$ cat src/rtl/mem_access_unit.sv
// MEM-stage load/store unit: turns EX/MEM load/store ops into req/ack data-memory
// transactions, formats load data and stalls the pipeline until completion or timeout.
module mem_access_unit #(
    parameter int DATA_W  = 32,
    parameter int TIMEOUT = 255
) (
    input  logic                clk,
    input  logic                rst,
    input  logic [DATA_W-1:0]   addr_in,
    input  logic [DATA_W-1:0]   wdata_in,
    input  logic [2:0]          funct3,
    input  logic                mem_read,
    input  logic                mem_write,
    output logic [DATA_W-1:0]   data_out,
    output logic                stall,
    output logic                misalign,
    output logic                bus_err,
    output logic                dmem_req,
    output logic                dmem_we,
    output logic [DATA_W-1:0]   dmem_addr,
    output logic [DATA_W-1:0]   dmem_wdata,
    output logic [DATA_W/8-1:0] dmem_wstrb,
    input  logic                dmem_ack,
    input  logic [DATA_W-1:0]   dmem_rdata
);

    localparam int NB     = DATA_W / 8;
    localparam int CW_MIN = $clog2(TIMEOUT + 1);
    localparam int CNT_W  = (CW_MIN > 8) ? CW_MIN : 8;
    localparam logic [CNT_W-1:0] CNT_END = CNT_W'(TIMEOUT);

    typedef enum logic [1:0] {IDLE, BUSY, RESP} state_t;

    state_t              state_q;
    logic [CNT_W-1:0]    cnt_q;
    logic [CNT_W-1:0]    cnt_d;
    logic [2:0]          f3_q;
    logic [1:0]          lane_q;
    logic [DATA_W-1:0]   data_q;
    logic                berr_q;
    logic                req_q;
    logic                we_q;
    logic [DATA_W-1:0]   addr_q;
    logic [DATA_W-1:0]   wdata_q;
    logic [NB-1:0]       wstrb_q;

    logic                op_valid;
    logic                is_store;
    logic                align_ok;
    logic                legal;
    logic [NB-1:0]       wstrb_d;
    logic [DATA_W-1:0]   wdata_d;
    logic [DATA_W-1:0]   shifted;
    logic [DATA_W-1:0]   load_d;

    assign op_valid = mem_read | mem_write;
    assign is_store = mem_write;
    // Unsigned widths (BU/HU) are load-only; store funct3 must have bit 2 clear.
    assign legal    = align_ok & ~(is_store & funct3[2]);

    always_comb begin
        align_ok = 1'b0;
        case (funct3)
            3'b000, 3'b100: align_ok = 1'b1;
            3'b001, 3'b101: align_ok = ~addr_in[0];
            3'b010:         align_ok = (addr_in[1:0] == 2'b00);
            default:        align_ok = 1'b0;
        endcase
    end

    always_comb begin
        wstrb_d = '0;
        wdata_d = '0;
        if (is_store) begin
            case (funct3[1:0])
                2'b00: begin
                    wstrb_d = NB'(1) << addr_in[1:0];
                    wdata_d = {NB{wdata_in[7:0]}};
                end
                2'b01: begin
                    wstrb_d = NB'(3) << addr_in[1:0];
                    wdata_d = {(NB/2){wdata_in[15:0]}};
                end
                default: begin
                    wstrb_d = '1;
                    wdata_d = wdata_in;
                end
            endcase
        end
    end

    assign shifted = dmem_rdata >> {lane_q, 3'b000};

    always_comb begin
        case (f3_q)
            3'b000:  load_d = {{(DATA_W-8){shifted[7]}}, shifted[7:0]};
            3'b001:  load_d = {{(DATA_W-16){shifted[15]}}, shifted[15:0]};
            3'b100:  load_d = {{(DATA_W-8){1'b0}}, shifted[7:0]};
            3'b101:  load_d = {{(DATA_W-16){1'b0}}, shifted[15:0]};
            default: load_d = dmem_rdata;
        endcase
    end

    assign cnt_d = cnt_q + 1'b1;

    always_ff @(posedge clk or negedge rst) begin
        if (!rst) begin
            state_q <= IDLE;
            cnt_q   <= '0;
            f3_q    <= '0;
            lane_q  <= '0;
            data_q  <= '0;
            berr_q  <= 1'b0;
            req_q   <= 1'b0;
            we_q    <= 1'b0;
            addr_q  <= '0;
            wdata_q <= '0;
            wstrb_q <= '0;
        end else begin
            case (state_q)
                IDLE: begin
                    data_q <= '0;
                    berr_q <= 1'b0;
                    if (op_valid && legal) begin
                        state_q <= BUSY;
                        cnt_q   <= '0;
                        req_q   <= 1'b1;
                        we_q    <= is_store;
                        addr_q  <= {addr_in[DATA_W-1:2], 2'b00};
                        wdata_q <= wdata_d;
                        wstrb_q <= wstrb_d;
                        f3_q    <= funct3;
                        lane_q  <= addr_in[1:0];
                    end
                end
                BUSY: begin
                    cnt_q <= cnt_d;
                    // An ack arriving on the final allowed cycle still wins over the abort.
                    if (dmem_ack || (cnt_d == CNT_END)) begin
                        state_q <= RESP;
                        req_q   <= 1'b0;
                        we_q    <= 1'b0;
                        addr_q  <= '0;
                        wdata_q <= '0;
                        wstrb_q <= '0;
                        berr_q  <= ~dmem_ack;
                        data_q  <= (dmem_ack && !we_q) ? load_d : '0;
                    end
                end
                RESP: begin
                    state_q <= IDLE;
                    data_q  <= '0;
                    berr_q  <= 1'b0;
                end
                default: state_q <= IDLE;
            endcase
        end
    end

    assign data_out   = data_q;
    assign bus_err    = berr_q;
    assign dmem_req   = req_q;
    assign dmem_we    = we_q;
    assign dmem_addr  = addr_q;
    assign dmem_wdata = wdata_q;
    assign dmem_wstrb = wstrb_q;
    assign stall      = rst & ((state_q == BUSY) | ((state_q == IDLE) & op_valid & legal));
    assign misalign   = rst & (state_q == IDLE) & op_valid & ~legal;

endmodule

$ cat config.mk
export PLATFORM = sky130hd
export DESIGN_NAME = mem_access_unit
export DESIGN_NICKNAME = d
export VERILOG_FILES = /design/src/rtl/mem_access_unit.sv
export SDC_FILE = /design/constraint.sdc
export NUM_CORES = 1
export LEC_CHECK = 0
export ABC_AREA = 1
export BUFFER_PORTS_ARGS = -buffer_cell sky130_fd_sc_hd__buf_2
export CAP_MARGIN = 20
export CELL_PAD_IN_SITES_DETAIL_PLACEMENT = 1
export CELL_PAD_IN_SITES_GLOBAL_PLACEMENT = 1
export CORE_ASPECT_RATIO = 0.6
export CORE_MARGIN = 5
export CORE_UTILIZATION = 36
export CTS_CLUSTER_DIAMETER = 50
export DETAILED_ROUTE_END_ITERATION = 10
export PLACE_DENSITY = 0.85
export SETUP_SLACK_MARGIN = 0.3
export SLEW_MARGIN = 30
export SYNTH_ARGS = -nofsm -noshare
export SYNTH_HDL_FRONTEND = slang
export SYNTH_SLANG_ARGS = --single-unit
$ cat constraint.sdc
create_clock -name clk -period 2.1 [get_ports clk]
set_input_delay 0.42 -clock clk [delete_from_list [all_inputs] [get_ports clk]]
set_output_delay 0.42 -clock clk [all_outputs]
set_load 0.1 [all_outputs]
==> impl_metrics.csv <==
group,metric,value,unit
final_layout,final_layout_size_suffix_gt1_share,44.52,%
placed_design,place_hpwl,16.84,mm
setup_path,cp_slowest_cell,"dfrtp_1",
clocking,h-tree-depth,4,
global_route,first_global_vias,6391,
floorplan,fp.dieW,180.0,um
detailed_routing,ant_nets,0,
clocking,clk_pin_slew,70,ps
detailed_routing,via_per_inst,5.325,
power_and_ir_drop,power.density,1401,nW/um^2
setup_path,crit_chain,"inv_2, o211ai_1, nor2_4, inv_4, nand2_4, inv_4, nor2_4, buf_12",
setup_path,worst_r2r_path_depth,15,
clocking,cts_hold_buf,0,
detailed_routing,wire_per_inst,21.97,um
placed_design,gp_congestion,0.8749,
detailed_routing,dr_total_vias,6784,
floorplan,rows,37,
clocking,clock_sinks,116,
status,outcome,"finished with violations",
sta,max-slew-margin-rel,47.79,%
setup_path,critPathCaptureType,"output pin",
power_and_ir_drop,intPower,0.006143,W
yosys,yosysWarningCount,0,
final_layout,antennaDiodeCount,0,
sta,slew_violations,0,
setup_path,path_class,"reg -> out",
sta,hold_viol_final,0,
yosys,yosysSeqAreaShare,46.51,%
floorplan,coreArea,17080,sq um
final_layout,final_common_cell,"nand2_1",
setup_path,crit_path_start,"state_q[1]",
sta,rsz0062_at_grt,"true",
sta,period_needed,2190,ps
setup_path,crit_path_max_incr_delay,430,ps
floorplan,die_h,112.0,um
detailed_routing,drt_iter0_markers,630,
sta,worst-slew-pin-transition,783.1,ps
detailed_routing,firstDrtPassIters,5,
clocking,worstSkewPairLatency,420,ps
sta,finClkSkew,12.92,ps
setup_path,rr_startpoint,"cnt_q[0]",
detailed_routing,drc,0,
clocking,cts_tree,"done",
setup_path,arrival,1770,ps
yosys,syn_inst,777,
global_route,track_usage,22.73,%
power_and_ir_drop,p_clk_share,25.1,%
sta,period_share,104.3,%
power_and_ir_drop,swShare,52.95,%
power_and_ir_drop,peakVddDrop,0.0008568,V
setup_path,reg2reg_to,"dmem_wdata[31]",
final_layout,nets,1133,
floorplan,dieArea,20160,sq um
floorplan,io_pins,209,
power_and_ir_drop,p_seq_share,24.2,%
clocking,cts.path.max_buffers,2,
job,maxCapViolCount,0,
yosys,synth.distinct_cells,28,
power_and_ir_drop,combPwrFrac,50.8,%
global_route,grt_pass1_wl,36.62,mm
placed_design,port_buffers,206,
placed_design,dpl_worst_slack,67.53,ps
final_layout,fillers,2042,
sta,setup-tns-final,-410.5,ps
global_route,grt_overflow,0,
setup_path,cp.required,1680,ps
setup_path,worstPathMaxFanout,3,
status,violations,"setup timing",
clocking,cts-root-buf,"clkbuf_16",
sta,finalSetupViolCount,18,
setup_path,r2r_slack,-60,ps
setup_path,cp-start-kind,"register",
global_route,grt_max_degree,117,
final_layout,areaGrowthSynthToFinish,49.28,%
global_route,antenna_found_initial,0,
yosys,synth-seq-cells,116,
sta,worst_slack,-90.17,ps
yosys,syn_avg_cell_area,8.032,sq um
power_and_ir_drop,switchingPower,0.006913,W
sta,max_freq,456.6,MHz
power_and_ir_drop,leakagePower,4.926,nW
clocking,cts_inserted_buffers,17,
final_layout,final_cell_mix,"nand2_1 (207), buf_2 (203), dfrtp_1 (113)",
floorplan,start_util,36.53,%
detailed_routing,routed_wl,28.00,mm
yosys,netlist_area,6241,sq um
min_path,hp-class,"in -> async",
==> cells in the mapped netlist <==
cell type	instances	area [sq um]
o21ai_1	4	20.02
nor2_1	34	127.6
nor2_2	2	12.51
buf_6	8	90.09
o22ai_1	4	25.02
nor3_1	10	50.05
o21ai_0	72	360.4
buf_2	19	95.09
nor2_4	2	22.52
clkbuf_1	19	71.32
buf_4	4	30.03
a22oi_1	1	7.510
nand3_2	61	610.6
a21oi_1	25	125.1
nand4_1	5	31.28
nand2_4	1	11.26
inv_2	6	22.52
clkinv_1	1	3.750
o221ai_1	2	17.52
nor3b_1	1	7.510
inv_1	44	165.2
o211ai_1	14	105.1
nand3_1	74	370.4
conb_1	1	3.750
ha_1	2	25.02
nand2_2	3	18.77
nand2_1	242	908.4
dfrtp_1	116	2903
==> flip-flops by register name (all words and copies together) (netlist names), 2 cells and up <==
signal      count
dmem_wstrb      4
dmem_wdata     32
cnt_q           8
data_out       32
state_q         2
f3_q            3
dmem_addr      30
lane_q          2
==> layout make-up <==
type                    count  area [sq um]  share of cell area, %
well taps                 234         292.8                  3.143
repair buffers            275          1947                  20.90
inverters                  51         196.4                  2.109
multi-input cells         566          3331                  35.75
clock inverters            15         217.7                  2.337
clock buffers              17         425.4                  4.566
flip-flops and latches    116          2907                  31.20
==> worst max-delay path by stage <==
stage	to	slack, ps	depth (start not counted)
6_report	stall	-90	8
5_1_grt	stall	-150	8
4_1_cts	stall	-90	8
3_5_place_dp	dmem_addr[29]	70	11
3_3_place_gp	stall	130	11
2_1_floorplan	stall	60	8
==> per-layer routing <==
metal	up-vias	global-route usage, %	wire length [um]
li1	3077	-	-
met1	3409	34.18	12940
met2	261	32.61	12480
met3	37	7.019	2198
met4	0	3.602	377
met5	-	0	0
==> worst max-delay path, delay by kind of cell (launching register included) <==
kind	cells	cell delay (ps)
buf+inv	4	380
compound gates	1	180
simple gates	3	350
flops	1	430
==> cell families after synthesis <==
group	after synthesis	share of synthesized area [%]
adders and majority gates	2	0.4009
and+or+nand+nor	435	34.78
buffers and inverters	101	7.658
DFF	116	46.51
AOI/OAI and AO/OA	122	10.59
other	1	0.06009
==> per-stage QoR <==
| stage | hold slack [ps] | power, W | cell area, sq um | utilization, % | std cells |
|---|---|---|---|---|---|
| 2_1_floorplan | 124.4 | 0.007746 | 6300 | - | 778 |
| 3_3_place_gp | 460.7 | 0.009028 | 7636 | 44.70 | 1198 |
| 3_5_place_dp | 483.4 | 0.009138 | 7636 | 44.70 | 1198 |
| 4_1_cts | 159.0 | 0.01247 | 8358 | 48.93 | 1235 |
| 5_1_grt | 170.2 | 0.01356 | 9316 | 54.54 | 1274 |
| 6_report | 10.86 | 0.01306 | 9316 | 54.54 | 1274 |
==> power groups by stage <==
stage | clock network, W | registers [W] | logic [W]
2_1_floorplan | 0 | 0.00625 | 0.00149
3_3_place_gp | 0 | 0.00311 | 0.00592
3_5_place_dp | 0 | 0.00313 | 0.00601
4_1_cts | 0.00330 | 0.00310 | 0.00607
5_1_grt | 0.00342 | 0.00322 | 0.00692
6_report | 0.00327 | 0.00316 | 0.00663
==> timing repair <==
item / in CTS / in global routing
resized for setup: 5 / 105
endpoints found under the setup margin: 104 / 107
setup buffers: 4 / 20
cloned: 1 / 19
pin swaps: 4 / 29
No activity file was read; power rests on OpenSTA's default activity.
